--- config.mk ---
export PLATFORM = sky130hd
export DESIGN_NAME = uart_tx_periph
export DESIGN_NICKNAME = d
export VERILOG_FILES = /design/src/rtl/uart_tx_periph.sv
export SDC_FILE = /design/constraint.sdc
export NUM_CORES = 1
export LEC_CHECK = 0
export BUFFER_PORTS_ARGS = -buffer_cell sky130_fd_sc_hd__buf_2
export CAP_MARGIN = 20
export CORE_UTILIZATION = 35
export CTS_BUF_LIST = sky130_fd_sc_hd__clkbuf_2
export CTS_CLUSTER_SIZE = 25
export DETAILED_ROUTE_END_ITERATION = 8
export SLEW_MARGIN = 30
export SYNTH_ARGS = -nofsm -noshare
export SYNTH_HDL_FRONTEND = slang
export SYNTH_SLANG_ARGS = --single-unit
--- constraint.sdc ---
create_clock -name clk -period 5 [get_ports clk]
set_clock_uncertainty 0.05 [all_clocks]
set_input_delay 0.5 -clock clk [delete_from_list [all_inputs] [get_ports clk]]
set_output_delay 0.5 -clock clk [all_outputs]
set_load 0.1 [all_outputs]
--- src/rtl/uart_tx_periph.sv ---
// -----------------------------------------------------------------------------
// uart_tx_periph
//
// Memory-mapped 8N1 UART transmitter that sits on the CPU data bus beside the
// data RAM and the GPIO register. Stored bytes are queued in a small FIFO and
// shifted out LSB first on tx. Read data is registered and is zero whenever
// no selected load was sampled, so the top level can OR it with other sources.
//
// Register map (index = data_addr[3:2], page = data_addr[31:10]):
//   0 TXDATA  W   byte lane 0 pushed into the FIFO (dropped + sticky overflow if full)
//   1 STATUS  R/W bit0 busy, bit1 full, bit2 empty, bit3 overflow, [7:4] count;
//                 writing lane 0 with bit3 set clears overflow
//   2 DIV     R/W 16-bit clocks-per-bit divisor (0 behaves as 1)
//   3 -       reads 0, writes ignored
//
// Ports:
//   clk         system clock, rising edge
//   rst         synchronous active-high reset
//   data_addr   CPU data address
//   datamem_rd  CPU load strobe
//   datamem_wr  CPU store byte strobes (bit n qualifies data_wrn)
//   data_wr0..3 store data byte lanes (lanes 2 and 3 unused)
//   data_rd     registered read data
//   tx          serial output, idle high
//   tx_busy     FSM not idle or FIFO not empty
// -----------------------------------------------------------------------------
module uart_tx_periph #(
    parameter int unsigned BASE_PAGE  = 2,
    parameter int unsigned FIFO_DEPTH = 4,
    parameter logic [15:0] DIV_RESET  = 16'd434
) (
    input  logic        clk,
    input  logic        rst,
    input  logic [31:0] data_addr,
    input  logic        datamem_rd,
    input  logic [3:0]  datamem_wr,
    input  logic [7:0]  data_wr0,
    input  logic [7:0]  data_wr1,
    input  logic [7:0]  data_wr2,
    input  logic [7:0]  data_wr3,
    output logic [31:0] data_rd,
    output logic        tx,
    output logic        tx_busy
);

    localparam int PTR_W = $clog2(FIFO_DEPTH);
    localparam int CNT_W = $clog2(FIFO_DEPTH + 1);

    localparam logic [1:0] S_IDLE  = 2'd0;
    localparam logic [1:0] S_START = 2'd1;
    localparam logic [1:0] S_DATA  = 2'd2;
    localparam logic [1:0] S_STOP  = 2'd3;

    localparam logic [1:0] IDX_TXDATA = 2'd0;
    localparam logic [1:0] IDX_STATUS = 2'd1;
    localparam logic [1:0] IDX_DIV    = 2'd2;

    // ---------------------------------------------------------------- state
    logic [1:0]       state_q,    state_d;
    logic [7:0]       shift_q,    shift_d;
    logic [2:0]       bit_q,      bit_d;
    logic [15:0]      baud_q,     baud_d;
    logic             tx_q,       tx_d;
    logic [15:0]      div_q,      div_d;
    logic             overflow_q, overflow_d;
    logic [PTR_W-1:0] wr_ptr_q,   wr_ptr_d;
    logic [PTR_W-1:0] rd_ptr_q,   rd_ptr_d;
    logic [CNT_W-1:0] count_q,    count_d;
    logic [31:0]      rd_q,       rd_d;
    logic [7:0]       fifo_q [FIFO_DEPTH];

    // ---------------------------------------------------------------- decode
    logic       sel;
    logic [1:0] idx;
    logic       wr_lane0;
    logic       push_req;
    logic       push;
    logic       pop;
    logic       full;
    logic       empty;
    logic [15:0] div_eff;
    logic       bit_end;
    logic [7:0] count_ext;
    logic [7:0] status;

    assign sel      = (data_addr[31:10] == 22'(BASE_PAGE));
    assign idx      = data_addr[3:2];
    assign wr_lane0 = sel && datamem_wr[0];
    assign push_req = wr_lane0 && (idx == IDX_TXDATA);

    assign full  = (count_q == CNT_W'(FIFO_DEPTH));
    assign empty = (count_q == '0);

    // A byte popped in the same edge frees a slot, so a full FIFO still
    // accepts a store that coincides with the FSM pop.
    assign push = push_req && (!full || pop);

    // Divisor 0 would never end a bit; it behaves as 1.
    assign div_eff = (div_q == 16'd0) ? 16'd1 : div_q;
    // Compare with >= so that lowering DIV below the current count ends the
    // bit at once instead of waiting for a 16-bit wrap.
    assign bit_end = (baud_q >= (div_eff - 16'd1));

    assign count_ext = {{(8 - CNT_W){1'b0}}, count_q};
    assign status    = {count_ext[3:0], overflow_q, empty, full, (state_q != S_IDLE)};

    // ---------------------------------------------------------------- FSM
    always_comb begin
        // NOTE: every variable gets a default first so no path infers a latch.
        state_d = state_q;
        shift_d = shift_q;
        bit_d   = bit_q;
        baud_d  = baud_q;
        pop     = 1'b0;

        case (state_q)
            S_IDLE: begin
                if (!empty) begin
                    pop     = 1'b1;
                    shift_d = fifo_q[rd_ptr_q];
                    baud_d  = 16'd0;
                    state_d = S_START;
                end
            end
            S_START: begin
                if (bit_end) begin
                    baud_d  = 16'd0;
                    bit_d   = 3'd0;
                    state_d = S_DATA;
                end else begin
                    baud_d = baud_q + 16'd1;
                end
            end
            S_DATA: begin
                if (bit_end) begin
                    baud_d  = 16'd0;
                    shift_d = {1'b0, shift_q[7:1]};
                    if (bit_q == 3'd7) begin
                        state_d = S_STOP;
                    end else begin
                        bit_d = bit_q + 3'd1;
                    end
                end else begin
                    baud_d = baud_q + 16'd1;
                end
            end
            S_STOP: begin
                if (bit_end) begin
                    baud_d  = 16'd0;
                    state_d = S_IDLE;
                end else begin
                    baud_d = baud_q + 16'd1;
                end
            end
            default: state_d = S_IDLE;
        endcase

        // tx is registered from the next state so the line changes on the
        // same edge the FSM does.
        case (state_d)
            S_START: tx_d = 1'b0;
            S_DATA:  tx_d = shift_d[0];
            default: tx_d = 1'b1;
        endcase
    end

    // ---------------------------------------------------------------- FIFO / registers
    always_comb begin
        wr_ptr_d   = push ? wr_ptr_q + 1'b1 : wr_ptr_q;
        rd_ptr_d   = pop  ? rd_ptr_q + 1'b1 : rd_ptr_q;
        count_d    = count_q;
        overflow_d = overflow_q;
        div_d      = div_q;

        if (push && !pop) begin
            count_d = count_q + 1'b1;
        end else if (pop && !push) begin
            count_d = count_q - 1'b1;
        end

        if (push_req && !push) begin
            overflow_d = 1'b1;
        end else if (wr_lane0 && (idx == IDX_STATUS) && data_wr0[3]) begin
            overflow_d = 1'b0;
        end

        if (sel && (idx == IDX_DIV)) begin
            if (datamem_wr[0]) div_d[7:0]  = data_wr0;
            if (datamem_wr[1]) div_d[15:8] = data_wr1;
        end
    end

    // ---------------------------------------------------------------- read path
    always_comb begin
        rd_d = 32'd0;
        if (datamem_rd && sel) begin
            case (idx)
                IDX_STATUS: rd_d = {24'd0, status};
                IDX_DIV:    rd_d = {16'd0, div_q};
                default:    rd_d = 32'd0;
            endcase
        end
    end

    // ---------------------------------------------------------------- sequential
    always_ff @(posedge clk) begin
        // NOTE: sequential state uses non-blocking assignments so every
        // register samples the pre-edge values of its neighbours.
        if (rst) begin
            state_q    <= S_IDLE;
            shift_q    <= 8'd0;
            bit_q      <= 3'd0;
            baud_q     <= 16'd0;
            tx_q       <= 1'b1;
            div_q      <= DIV_RESET;
            overflow_q <= 1'b0;
            wr_ptr_q   <= '0;
            rd_ptr_q   <= '0;
            count_q    <= '0;
            rd_q       <= 32'd0;
        end else begin
            state_q    <= state_d;
            shift_q    <= shift_d;
            bit_q      <= bit_d;
            baud_q     <= baud_d;
            tx_q       <= tx_d;
            div_q      <= div_d;
            overflow_q <= overflow_d;
            wr_ptr_q   <= wr_ptr_d;
            rd_ptr_q   <= rd_ptr_d;
            count_q    <= count_d;
            rd_q       <= rd_d;
        end
    end

    // NOTE: the FIFO storage has no reset; the count and pointers alone decide
    // which entries are valid, so stale contents are never observed.
    always_ff @(posedge clk) begin
        if (push) begin
            fifo_q[wr_ptr_q] <= data_wr0;
        end
    end

    assign data_rd = rd_q;
    assign tx      = tx_q;
    assign tx_busy = (state_q != S_IDLE) || !empty;

    // Byte lanes 2/3, the aliased address bits and the upper count bits carry
    // no function in this block.
    logic unused_bits;
    assign unused_bits = ^{data_wr2, data_wr3, data_addr[9:4], data_addr[1:0],
                           datamem_wr[3:2], count_ext[7:4]};

endmodule

==> summary.txt, run 1 <==
Status
  • Status: finished clean

Logic synthesis
  • Synthesized area: 0.00510 mm^2
  • Synth Warn #: 0
  • Async SR Flop Fraction: 0%
  • Post-synth EDFFs: 32
  • Syn avg cell area: 10.3 um^2
  • Sequential fraction of the synthesis area: 47.1%
  • Post-Synthesis Cells: 495
  • Synthesized flop and latch total: 104
  • Yosys cell types: 66
  • Synth Flop Type: dfxtp_1

Clock tree
  • CTS root buf: clkbuf_2
  • Clk sink count: 104
  • Max clock buf depth: 2
  • Post-CTS sizing: 0
  • TritonCTS Buffers: 9
  • H-tree levels: 3
  • Clock Latency Late Sink: 0.57 ns
  • # hold bufs at CTS: 0
  • CTS clk-pin slew, worst paths: approximately 0.28 ns
  • CTS tree: built
  • Setup Buffers After CTS: 0

STA
  • RSZ-0062 raised after global routing: no
  • Worst setup margin: 0.688 ns
  • Max Fclk: about 0.23 GHz
  • Worst-margin pin slew: 0.838 ns
  • Slew headroom: roughly 44%
  • Min cycle time layout: 4.31 ns
  • Final Hold Fails: 0
  • Pins Over Slew Limit: 0
  • Setup_tns: 0 ns
  • Final period util: 86.2%
  • Setup violators final: 0

Job
  • Max-cap violations: 0

Worst setup path
  • Critical path peak fanout: 12
  • CP Data Required Time: 5.48 ns
  • Reg2reg path depth: 14
  • R2R setup slack: 0.69 ns
  • Crit path launch: div_q[4]
  • RR Startpoint: div_q[4]
  • Worst endpoint data arrival time: 4.79 ns
  • Timing endpoint of the critical path: baud_q[7]
  • Startpoint Class: register
  • Critical path capture point type: register
  • Critical path type: register to register
  • Reg2reg end: baud_q[7]

Cells and area
  • Synth-to-Final Area Change: 9.76%
  • Layout cell share with drive strength beyond 1: 19.0%
  • Final net count: around 650
  • Fill cells: about 1400
  • Sequential Area: 0.00240 mm^2
  • Util after Layout: 39.9%
  • Area of the multi-input gates: 0.00250 mm^2

Global route
  • First-pass GRT wire length: between 15 and 20 mm
  • Number of global-route vias before repair: 3598
  • Grt total ovfl: 0
  • Largest net degree at the start of global routing: 47
  • Overall global routing resource usage: between 10% and 20%
  • Initial antenna violation count: 1

Floorplanning
  • Die Width: 123 um
  • Site row count: 43
  • Vert. Die Dim: 123 um
  • Core area: 0.0140 mm^2
  • Die area: 0.0151 mm^2
  • Starting Density: 36.3%
  • Boundary pin count: 105

Placement
  • Dpl hpwl: 8.04 mm
  • Port Buffers: 62
  • Placement Setup Slack: 0.764 ns
  • GPL Wtd Cong: between 0.7 and 0.8

Route
  • Final WL: 10.6 mm
  • Routed Antenna Nets: 0
  • Routed length per instance: 14.4 um
  • DRC: 0
  • Via-to-Cell Ratio: 5.10
  • First DRT Iteration DRCs: ~130
  • Vias: 3766
  • 1st-pass router iterations: 4

Hold path
  • Worst min path class: primary input to register

Pwr
  • Pwr/cell area: approximately 330 mW/mm^2
  • P_leak: 0.00213 uW
  • Maximum vdd drop: 116 uV
-- cell usage in the layout, fill, tap and decap left out, types with 13 or more instances in the layout --
master    count
ha_1         28
nor2_1       51
mux2i_1      16
a21oi_1      23
nand3_1      34
buf_2        62
dfxtp_1      72
nand2_1      37
edfxtp_1     32
and2_1       15
o21ai_0      14
inv_1        15
conb_1       16
a22oi_1      13
-- synth_stat cells, types with 2 or more instances --
library cell   n  area [um^2]
mux2i_1       16          160
buf_2          5         25.0
nand2_1       37          139
buf_4         16          120
o21ai_0       14         70.1
xnor2_1       11         96.3
edfxtp_1      32          961
or3_2          2         15.0
nor2b_1        6         37.5
a22oi_1       13         97.6
and2_1        15         93.8
nor2_1        51          191
a21oi_2        2         17.5
mux4_2         8          180
nor3_1         6         30.0
and3_1         4         25.0
nand3_1       34          170
a31oi_1        5         31.3
or2_2          3         18.8
a21oi_1       23          115
a211o_1        2         17.5
inv_1         15         56.3
clkbuf_1       9         33.8
nand4_1        3         18.8
dfxtp_1       72         1440
nor4_1         6         37.5
xor2_1        12          105
or3_1          8         50.1
ha_1          28          350
-- critical path, cell delays in order (launching register included) --
cell and delay [ns]:
dfxtp_1 0.46, or4_4 0.58, nor4_4 0.23, a41oi_1 0.21
ha_1 0.26, nand2_1 0.15, nor4_1 0.09, xnor2_1 0.23
ha_1 0.27, nand2_1 0.12, nor3_4 0.08, a2111oi_4 0.50
nand4_2 0.39, or3_2 0.55, nand3_1 0.08
-- stage by stage --
stage / instances / total power, uW / instance area (um^2) / hold slack, ns
2_1_floorplan: 510 / 1400 / 5160 / 0.398
3_3_place_gp: 721 / 1490 / 5510 / 0.405
6_report: 738 / 1850 / 5600 / 0.0607
3_5_place_dp: 721 / 1510 / 5510 / 0.425
5_1_grt: 738 / 1950 / 5600 / 0.0264
4_1_cts: 737 / 1860 / 5600 / 0.0159
-- area by class of cell --
cell class              count  share of cell area [%]
multi-input cells         358                    44.7
flip-flops and latches    104                    42.9
repair buffers             63                    5.68
well taps                 180                    4.02
inverters                  16                    1.07
clock buffers               9                   0.804
clock inverters             7                   0.804
diodes                      1                  0.0447
-- how the worst min path moves through the flow --
stage / from / end / slack [ns] / cells past startpoint
5_1_grt: data_wr1[0] / div_q[8] / 0.03 / 2
4_1_cts: data_wr1[0] / div_q[8] / 0.02 / 2
6_report: data_wr1[0] / div_q[8] / 0.06 / 2
3_3_place_gp: shift_q[2] / shift_q[2] / 0.41 / 2
3_5_place_dp: shift_q[4] / shift_q[4] / 0.42 / 2
2_1_floorplan: shift_q[4] / shift_q[4] / 0.40 / 2
-- sequential cells by signal, indices dropped and copies added, names as in the netlist, named ones only --
name	cells
fifo_q	32
baud_q	16
data_rd	16
div_q	16
shift_q	8
bit_q	3
count_q	3
rd_ptr_q	2
state_q	2
wr_ptr_q	2
overflow_q	1
tx	1
-- power breakdown --
part / switching [uW] / total (uW) / internal, uW
Sequential: 62.8 / 988 / 925
Combinational: 344 / 505 / 161
Clock: 286 / 354 / 67.5
Total: 693 / 1850 / 1150
-- kinds of logic after synthesis --
| family | share of synthesized area, % |
|---|---|
| xor+xnor | 3.95 |
| simple gates | 18.8 |
| mux | 6.67 |
| buf+inv | 4.98 |
| fa+ha+maj | 7.26 |
| compound gates | 11.1 |
| other cells | 0.0735 |
| flops | 47.1 |
-- per-layer routing --
metal  track usage (%)  routed length [um]  vias up
met3              2.04                 424       11
met1              19.2                4920     1795
met5                 0                   0        -
li1                  -                   -     1867
met4              5.95                 162        0
met2              25.3                5130       93
Power figures use the tool's default switching activity.
==> inputs of run 2 (changes only) <==
==> constraint.sdc (replaced) <==
create_clock -name clk -period 5 [get_ports clk]
set_clock_uncertainty 0.05 [all_clocks]
set_input_delay 0.25 -clock clk [delete_from_list [all_inputs] [get_ports clk]]
set_output_delay 0.25 -clock clk [all_outputs]
set_load 0.1 [all_outputs]
==> run 2 against run 1 <==
Compared with the run above:
- total power rose by 3.4%
- clock power rose by 14%
- cell area rose by 3.9%
- worst setup slack improved by 0.022 ns
- die area did not move
- sequential cell count did not move
- count of clock-buffer cells in the layout did not move
- register-to-register slack improved by 0.02 ns
- critical path type unchanged
==> summary.txt, run 2 (synthesized netlist as in run 1, its figures left out) <==
Worst setup path
  • Reg2reg end: baud_q[6]
  • Startpoint Class: register
  • Timing endpoint of the critical path: baud_q[6]
  • Reg2reg path depth: 14
  • Crit path launch: div_q[4]
  • Worst endpoint data arrival time: around 4.8 ns
  • Critical path type: register to register
  • RR Startpoint: div_q[4]
  • R2R setup slack: a little over 0.7 ns
  • Critical path peak fanout: 12
  • Critical path capture point type: register
  • CP Data Required Time: 5.48 ns

Pwr
  • Clk pwr share: 21.2%
  • Comb pwr share: 27.1%
  • Pwr/cell area: 328 mW/mm^2
  • Maximum vdd drop: about 130 uV
  • Sw Pwr: 726 uW
  • Switching Fraction: between 30% and 40%
  • P_leak: 0.00222 uW
  • Power Internal: 1180 uW
  • Flop pwr share: 51.7%

Clock tree
  • CTS clk-pin slew, worst paths: 0.32 ns
  • TritonCTS Buffers: 9
  • Max clock buf depth: 2
  • Post-CTS sizing: 0
  • Clk sink count: roughly 100
  • Setup Buffers After CTS: 0
  • CTS root buf: clkbuf_2
  • Clock Latency Late Sink: 0.58 ns
  • H-tree levels: 3
  • CTS tree: built

Route
  • DRC: 0
  • First DRT Iteration DRCs: 175
  • Routed length per instance: 14.4 um
  • 1st-pass router iterations: 4
  • Vias: around 3800
  • Final WL: approximately 11 mm
  • Via-to-Cell Ratio: 5.03
  • Routed Antenna Nets: 0

STA
  • Min cycle time layout: approximately 4.3 ns
  • Final period util: 85.8%
  • Final Hold Fails: 0
  • Setup_tns: 0 ns
  • Slew headroom: 40.8%
  • Setup violators final: 0
  • Pins Over Slew Limit: 0
  • Worst setup margin: ~0.7 ns
  • RSZ-0062 raised after global routing: no
  • Worst-margin pin slew: 0.888 ns
  • Max Fclk: between 0.2 and 0.25 GHz

Global route
  • Initial antenna violation count: 1
  • Grt total ovfl: 0
  • First-pass GRT wire length: 18.3 mm
  • Overall global routing resource usage: between 10% and 20%
  • Number of global-route vias before repair: 3738
  • Largest net degree at the start of global routing: 47

Placement
  • GPL Wtd Cong: between 0.7 and 0.8
  • Placement Setup Slack: 0.797 ns
  • Dpl hpwl: ~8 mm
  • Port Buffers: 62

Floorplanning
  • Vert. Die Dim: 123 um
  • Site row count: 43
  • Core area: 0.0140 mm^2
  • Die Width: 123 um
  • Die area: 0.0151 mm^2
  • Boundary pin count: roughly 110
  • Starting Density: 36.3%

Job
  • Max-cap violations: 0

Hold path
  • Hold_sp: data_addr[3]
  • Worst min path class: primary input to register

Cells and area
  • Largest reg by FF count: fifo_q
  • Final net count: 670
  • Commonest cells after routing, fill and taps aside: dfxtp_1 (72), buf_2 (62), nor2_1 (51)
  • Fill cells: 1369
  • Max reg flops: 32
  • Synth-to-Final Area Change: 14.0%
  • Commonest non-fill, non-tap cell in the layout: dfxtp_1
  • Layout cell share with drive strength beyond 1: 18.8%

Status
  • Status: finished clean
-- run 2: changes by cell type in the layout (fill, tap and decap cells not counted), sizes merged --
| cell | change |
|---|---|
| clkinv | -1 |
| inv | +1 |
| dlygate4sd3 | +18 |
-- run 2: worst min-delay path by stage --
stage               slack (ns)            to  cells past startpoint
floorplan                 0.30  fifo_q[0][0]                      0
global placement          0.41    shift_q[2]                      2
detailed placement        0.41    shift_q[4]                      2
CTS                       0.06    overflow_q                      5
global route              0.06    overflow_q                      5
finish                    0.12    overflow_q                      5
-- run 2: power by group through the flow --
stage	clock network [uW]	logic, uW	registers, uW
after floorplan	0	392	1010
after global placement	0	488	1000
after detailed placement	0	504	1000
after CTS	420	516	988
after global routing	453	566	999
final	404	518	987
-- run 2: metrics by stage --
stage | power [uW] | std cells | area, um^2 | hold slack [ns] | utilization [%]
global placement | 1490 | 721 | 5510 | 0.405 | 39.2
detailed placement | 1510 | 721 | 5510 | 0.413 | 39.2
floorplan | 1400 | 510 | 5160 | 0.299 | -
CTS | 1920 | 755 | 5810 | 0.0622 | 41.4
global route | 2020 | 756 | 5820 | 0.0643 | 41.4
finish | 1910 | 756 | 5820 | 0.125 | 41.4
-- run 2: final cells by class --
class / instances / area (um^2) / share of cell area [%]
multi-input combinational: 358 / 2500 / 43.0
sequential: 104 / 2400 / 41.3
timing repair buffer: 81 / 498 / 8.56
tap: 180 / 225 / 3.87
clock inverter: 7 / 81.3 / 1.40
inverter: 16 / 60.1 / 1.03
clock buffer: 9 / 45.0 / 0.775
antenna: 1 / 2.50 / 0.0430
-- run 2: critical path, stage by stage (launching register included) --
cell,delay (ns)
dfxtp_1,0.48
or4_4,0.59
nor4_4,0.24
a41oi_1,0.20
ha_1,0.26
nand2_1,0.16
nor4_1,0.08
xnor2_1,0.21
ha_1,0.27
nand2_1,0.12
nor3_4,0.08
a2111oi_4,0.49
nand4_2,0.39
or3_2,0.54
nand3_1,0.08
-- run 2: timing repair --
action,4_1_cts,5_1_grt
setup endpoints to repair,0,0
endpoints found under the hold margin,51,0
hold buffers,18,0
-- run 2: metal layers --
metal	share of wire, %	global-route usage, %
met1	47	20.7
met2	49	25.7
met3	3.1	2.42
met4	0.79	4.95
met5	0	0
